## config.mk

```make
export PLATFORM = sky130hd
export DESIGN_NAME = demux6_stream
export DESIGN_NICKNAME = d
export VERILOG_FILES = /design/src/rtl/demux6_pkg.sv /design/src/rtl/demux6_slot.sv /design/src/rtl/demux6_stream.sv
export SDC_FILE = /design/constraint.sdc
export NUM_CORES = 1
export LEC_CHECK = 0
export CAP_MARGIN = 5
export CORE_MARGIN = 3
export CORE_UTILIZATION = 25
export CTS_CLUSTER_DIAMETER = 100
export DETAILED_ROUTE_END_ITERATION = 16
export DONT_BUFFER_PORTS = 1
export GPL_TIMING_DRIVEN = 0
export PLACE_DENSITY = 0.39
export SLEW_MARGIN = 20
export SYNTH_ARGS = -nofsm -noshare
export SYNTH_HDL_FRONTEND = slang
export SYNTH_HIERARCHICAL = 1
export SYNTH_SLANG_ARGS = --single-unit
```

## constraint.sdc

```tcl
create_clock -name clk -period 1.81 [get_ports clk]
set_input_delay 0.181 -clock clk [delete_from_list [all_inputs] [get_ports clk]]
set_output_delay 0.181 -clock clk [all_outputs]
set_load 0.005 [all_outputs]
```

## src/rtl/demux6_pkg.sv

```systemverilog
// demux6_pkg: shared constants and types for the 6-way stream demux.
//   NUM_CH       number of output channels
//   SEL_W        width of the destination select code
//   sel_t        select code type
//   slot_state_e per-channel holding register state
//   sel_legal()  true when a select code names an existing channel
package demux6_pkg;

    localparam int NUM_CH = 6;
    localparam int SEL_W  = 3;

    typedef logic [SEL_W-1:0] sel_t;

    typedef enum logic {
        SLOT_EMPTY = 1'b0,
        SLOT_FULL  = 1'b1
    } slot_state_e;

    function automatic logic sel_legal(input sel_t s);
        return s < sel_t'(NUM_CH);
    endfunction

endpackage

```

## src/rtl/demux6_slot.sv

```systemverilog
// demux6_slot: one-entry register slice for a single demux output channel.
// Ports:
//   clk, rst     clock, synchronous active-high reset
//   load_i       write data_i into the slot this cycle (caller guarantees can_load_o)
//   data_i       word to store
//   ready_i      consumer takes the held word this cycle
//   valid_o      slot holds a word
//   data_o       held word (bit-stable while valid_o && !ready_i)
//   can_load_o   slot is empty or being drained this cycle
module demux6_slot
    import demux6_pkg::*;
#(
    parameter int N = 8
) (
    input  logic         clk,
    input  logic         rst,
    input  logic         load_i,
    input  logic [N-1:0] data_i,
    input  logic         ready_i,
    output logic         valid_o,
    output logic [N-1:0] data_o,
    output logic         can_load_o
);

    slot_state_e  state_q, state_d;
    logic [N-1:0] data_q,  data_d;

    // State register
    always_ff @(posedge clk) begin
        if (rst) begin
            state_q <= SLOT_EMPTY;
            data_q  <= '0;
        end else begin
            state_q <= state_d;
            data_q  <= data_d;
        end
    end

    // Next state: a load always wins, so a drain and a load in the same
    // cycle leaves the slot FULL with the new word (no bubble).
    always_comb begin
        state_d = state_q;
        data_d  = data_q;
        if (load_i) begin
            state_d = SLOT_FULL;
            data_d  = data_i;
        end else if (state_q == SLOT_FULL && ready_i) begin
            state_d = SLOT_EMPTY;
        end
    end

    // Outputs
    always_comb begin
        valid_o    = (state_q == SLOT_FULL);
        data_o     = data_q;
        can_load_o = (state_q == SLOT_EMPTY) || ready_i;
    end

endmodule

```

## src/rtl/demux6_stream.sv

```systemverilog
// demux6_stream: routes one N-bit input word to one of six registered output
// channels selected by in_sel; valid/ready on every side. Each channel has
// its own one-entry slot so a stalled consumer only blocks its own channel.
// Ports:
//   clk, rst     clock, synchronous active-high reset
//   in_data      word to route
//   in_sel       destination 0..5; 6..7 are accepted and dropped
//   in_valid     input word valid
//   in_ready     input word accepted this cycle (combinational)
//   out_data     channel k at [k*N +: N]
//   out_valid    bit k: channel k holds a word
//   out_ready    bit k: consumer k takes its word
//   err_count    saturating count of accepted illegal-select words
//                (present only when DEMUX6_ERR_CNT_EN is defined)
// Optional feature macro: DEMUX6_ERR_CNT_EN
module demux6_stream
    import demux6_pkg::*;
#(
    parameter int N = 8
) (
    input  logic                clk,
    input  logic                rst,
    input  logic [N-1:0]        in_data,
    input  sel_t                in_sel,
    input  logic                in_valid,
    output logic                in_ready,
    output logic [NUM_CH*N-1:0] out_data,
    output logic [NUM_CH-1:0]   out_valid,
    input  logic [NUM_CH-1:0]   out_ready
`ifdef DEMUX6_ERR_CNT_EN
    ,
    output logic [7:0]          err_count
`endif
);

    logic [NUM_CH-1:0]     can_load;
    logic [NUM_CH-1:0]     load;
    logic [2**SEL_W-1:0]   ready_by_sel;

    // Unused select codes read as always-ready so illegal words are
    // swallowed instead of stalling the source.
    assign ready_by_sel = {{(2**SEL_W-NUM_CH){1'b1}}, can_load};
    assign in_ready     = ready_by_sel[in_sel];

    for (genvar k = 0; k < NUM_CH; k++) begin : g_ch
        assign load[k] = in_valid && in_ready && (in_sel == sel_t'(k));

        demux6_slot #(.N(N)) u_slot (
            .clk        (clk),
            .rst        (rst),
            .load_i     (load[k]),
            .data_i     (in_data),
            .ready_i    (out_ready[k]),
            .valid_o    (out_valid[k]),
            .data_o     (out_data[k*N +: N]),
            .can_load_o (can_load[k])
        );
    end

`ifdef DEMUX6_ERR_CNT_EN
    logic [7:0] err_q, err_d;

    always_comb begin
        err_d = err_q;
        if (in_valid && !sel_legal(in_sel) && err_q != 8'hFF)
            err_d = err_q + 8'd1;
    end

    always_ff @(posedge clk) begin
        if (rst) err_q <= '0;
        else     err_q <= err_d;
    end

    assign err_count = err_q;
`endif

endmodule

```

==> metrics <==
Commonest cells post-synth dfxtp_1, nor2_1, mux2i_1; Detail Placement HPWL ~3900 um; Worst Path Arrival 1.43 ns; top-count cell post-synth dfxtp_1; peak supply drop 0.302 mV; Worst setup EP type output pin; final hold violation count 0; Synth Instances 197; Netlist cell types 16; first-pass GRT wire length around 8500 um; row cnt 32; sequential fraction of the synthesis area 52.6%; run status finished, final reports clean; drt first pass iters 3; pre-CTS WS 0.430 ns; Final setup violation count 0; worst-margin pin slew 0.347 ns; Max Cap Viol 0; Top Ports 75; Area Growth Syn to Fin 12.0%; Max Freq 620 MHz; Total Routing Usage GR 11.9%; RSZ-0062 raised after global routing false; max incr delay on CP 0.48 ns; hold crit path type in -> reg; H-Tree Level Count 2; Post-synth EDFFs 0; CP Launch Type flip-flop; drt via density 4.24; cell accounting for the most synthesized area dfxtp_1; die footprint 9350 sq um; post-synth top area share between 50% and 60%; Port-buffer cells 0; Clock Skew between 0.007 and 0.008 ns; Routed wire per std cell 17.8 um; First DRT Iteration DRCs 76; clock tree buffer depth 2; Reg clk slew, reported paths 0.10 ns; core footprint 7850 sq um; CP max FO 3; Final min period roughly 1.6 ns; largest net degree at the start of global routing 17; synthesized cell area 2060 sq um; Lkg Pwr between 0.7 and 0.8 nW; Mapped Nets 217; Starting Density 26.2%; layout cell share with drive strength beyond 1 10.7%; YS warnings 6; Antenna Cells 0; Die Wd 96.7 um; clock root cell clkbuf_8; post-route ant nets 0; nets@finish about 230; relative slew slack 76.5%; worst skew pair latency about 0.3 ns; CP delay by family, top multiplexers; final WL 5480 um; grt ovf 0; worst path cell trace nand2b_1 -> mux4_2 -> a2bb2oi_1; number of remaining DRC errors 0; worst setup margin 0.197 ns; TritonCTS Buffers 5; vias in the first global route between 1000 and 1500; worst path buffer plus inverter count 0; syn avg cell area 10.4 sq um; slowest CP cell mux4_2; Power Dens Cells 931 nW/um^2; Primary FF master, synth dfxtp_1; setup TNS 0 ns; GPL Wtd Cong 0.727; CTS tree yes; # clock sinks 54; async set or reset register ratio after synthesis 0%; Final Slew Violations 0; Final Cycle Share 89.1%; Yosys reg bits 54; antenna violations before repair 0; via count 1306; Die H 96.7 um; worst setup path class reg -> out; CP required 1.63 ns; most area-consuming cells after synthesis dfxtp_1, mux2i_1, nor2_1, buf_6, nand2b_1
==> what timing repair did <==
item                                   4_1_cts  5_1_grt
endpoints found under the hold margin        0        1
buffers inserted                             0        0
hold buffers                                 0        1
resized for setup                            0        0
==> final cells by class <==
class	instances	area [sq um]
Multi-Input combinational cell	124	845
Inverter	6	22.5
Timing Repair Buffer	1	10.0
Clock inverter	3	40.0
Buffer	13	109
Fill cell	864	5540
Tap cell	102	128
Clock buffer	5	68.8
Sequential cell	54	1080
==> path summary, 6_finish.rpt <==
kind / from / to / slack [ns] / cells past startpoint
max: g_ch[3].u_slot/valid_o$_SDFFE_PP0P_ / in_ready / 0.20 / 3
min: in_data[6] / g_ch[2].u_slot/data_o[6]$_SDFFE_PP0P_ / 0.02 / 2
max reg2reg: g_ch[0].u_slot/valid_o$_SDFFE_PP0P_ / g_ch[0].u_slot/data_o[3]$_SDFFE_PP0P_ / 0.46 / 5
min reg2reg: g_ch[5].u_slot/data_o[4]$_SDFFE_PP0P_ / g_ch[5].u_slot/data_o[4]$_SDFFE_PP0P_ / 0.53 / 2
==> metal layers <==
layer / share of wire (%) / GRT usage, % / routed length, um / vias to the layer above
li1: - / - / - / 661
met1: 44 / 15.2 / 2410 / 601
met2: 47 / 18.7 / 2600 / 39
met3: 7.2 / 4.33 / 394 / 5
met4: 1.3 / 3.56 / 72 / 0
met5: 0 / 0 / 0 / -
==> registers in the layout, summed over array words and instances, names as in the netlist <==
register / count
g_ch.u_slot/valid_o: 6
g_ch.u_slot/data_o: 48
==> cells by family after synthesis <==
kind of cell	share of synthesized area, %
multiplexers	24.9
buffers and inverters	6.39
AND/OR/NAND/NOR	14.2
flip-flops	52.6
AO/OA/AOI/OAI	1.89
==> worst reg2reg max path, cell delays in order, from the launching register on <==
cell	delay (ns)
dfxtp_1	0.33
nand2b_1	0.12
nor4b_1	0.33
buf_6	0.22
mux2i_1	0.20
nor2_1	0.05
==> layout by cell type, fill, tap and decap left out, drive strengths merged <==
master	instances
nor2b	1
a21oi	6
nand2b	7
a2bb2oi	1
bufinv	1
nand3b	2
nor3	1
mux2i	49
clkinv	2
clkbuf	11
nor3b	2
dlygate4sd3	1
dfxtp	54
mux4	1
inv	6
nor4b	1
nor2	50
nand2	3
buf	7
==> report_power, final <==
group	switching, mW	internal [mW]	total [mW]
logic	0.0597	0.0540	0.114
registers	0.0203	1.21	1.23
clock network	0.390	0.408	0.798
==> per-stage QoR <==
| step | power (mW) | instances | cell area (sq um) | util, % | hold slack (ns) |
|---|---|---|---|---|---|
| finish | 2.15 | 308 | 2300 | 29.4 | 0.0205 |
| global route | 2.26 | 308 | 2300 | 29.4 | 0.00481 |
| CTS | 2.20 | 307 | 2290 | 29.2 | 0.00647 |
| detailed placement | 1.38 | 299 | 2180 | 27.8 | 0.340 |
| global placement | 1.38 | 299 | 2180 | 27.8 | 0.330 |
| floorplan | 1.35 | 197 | 2060 | - | 0.328 |
Power figures use the tool's default switching activity.
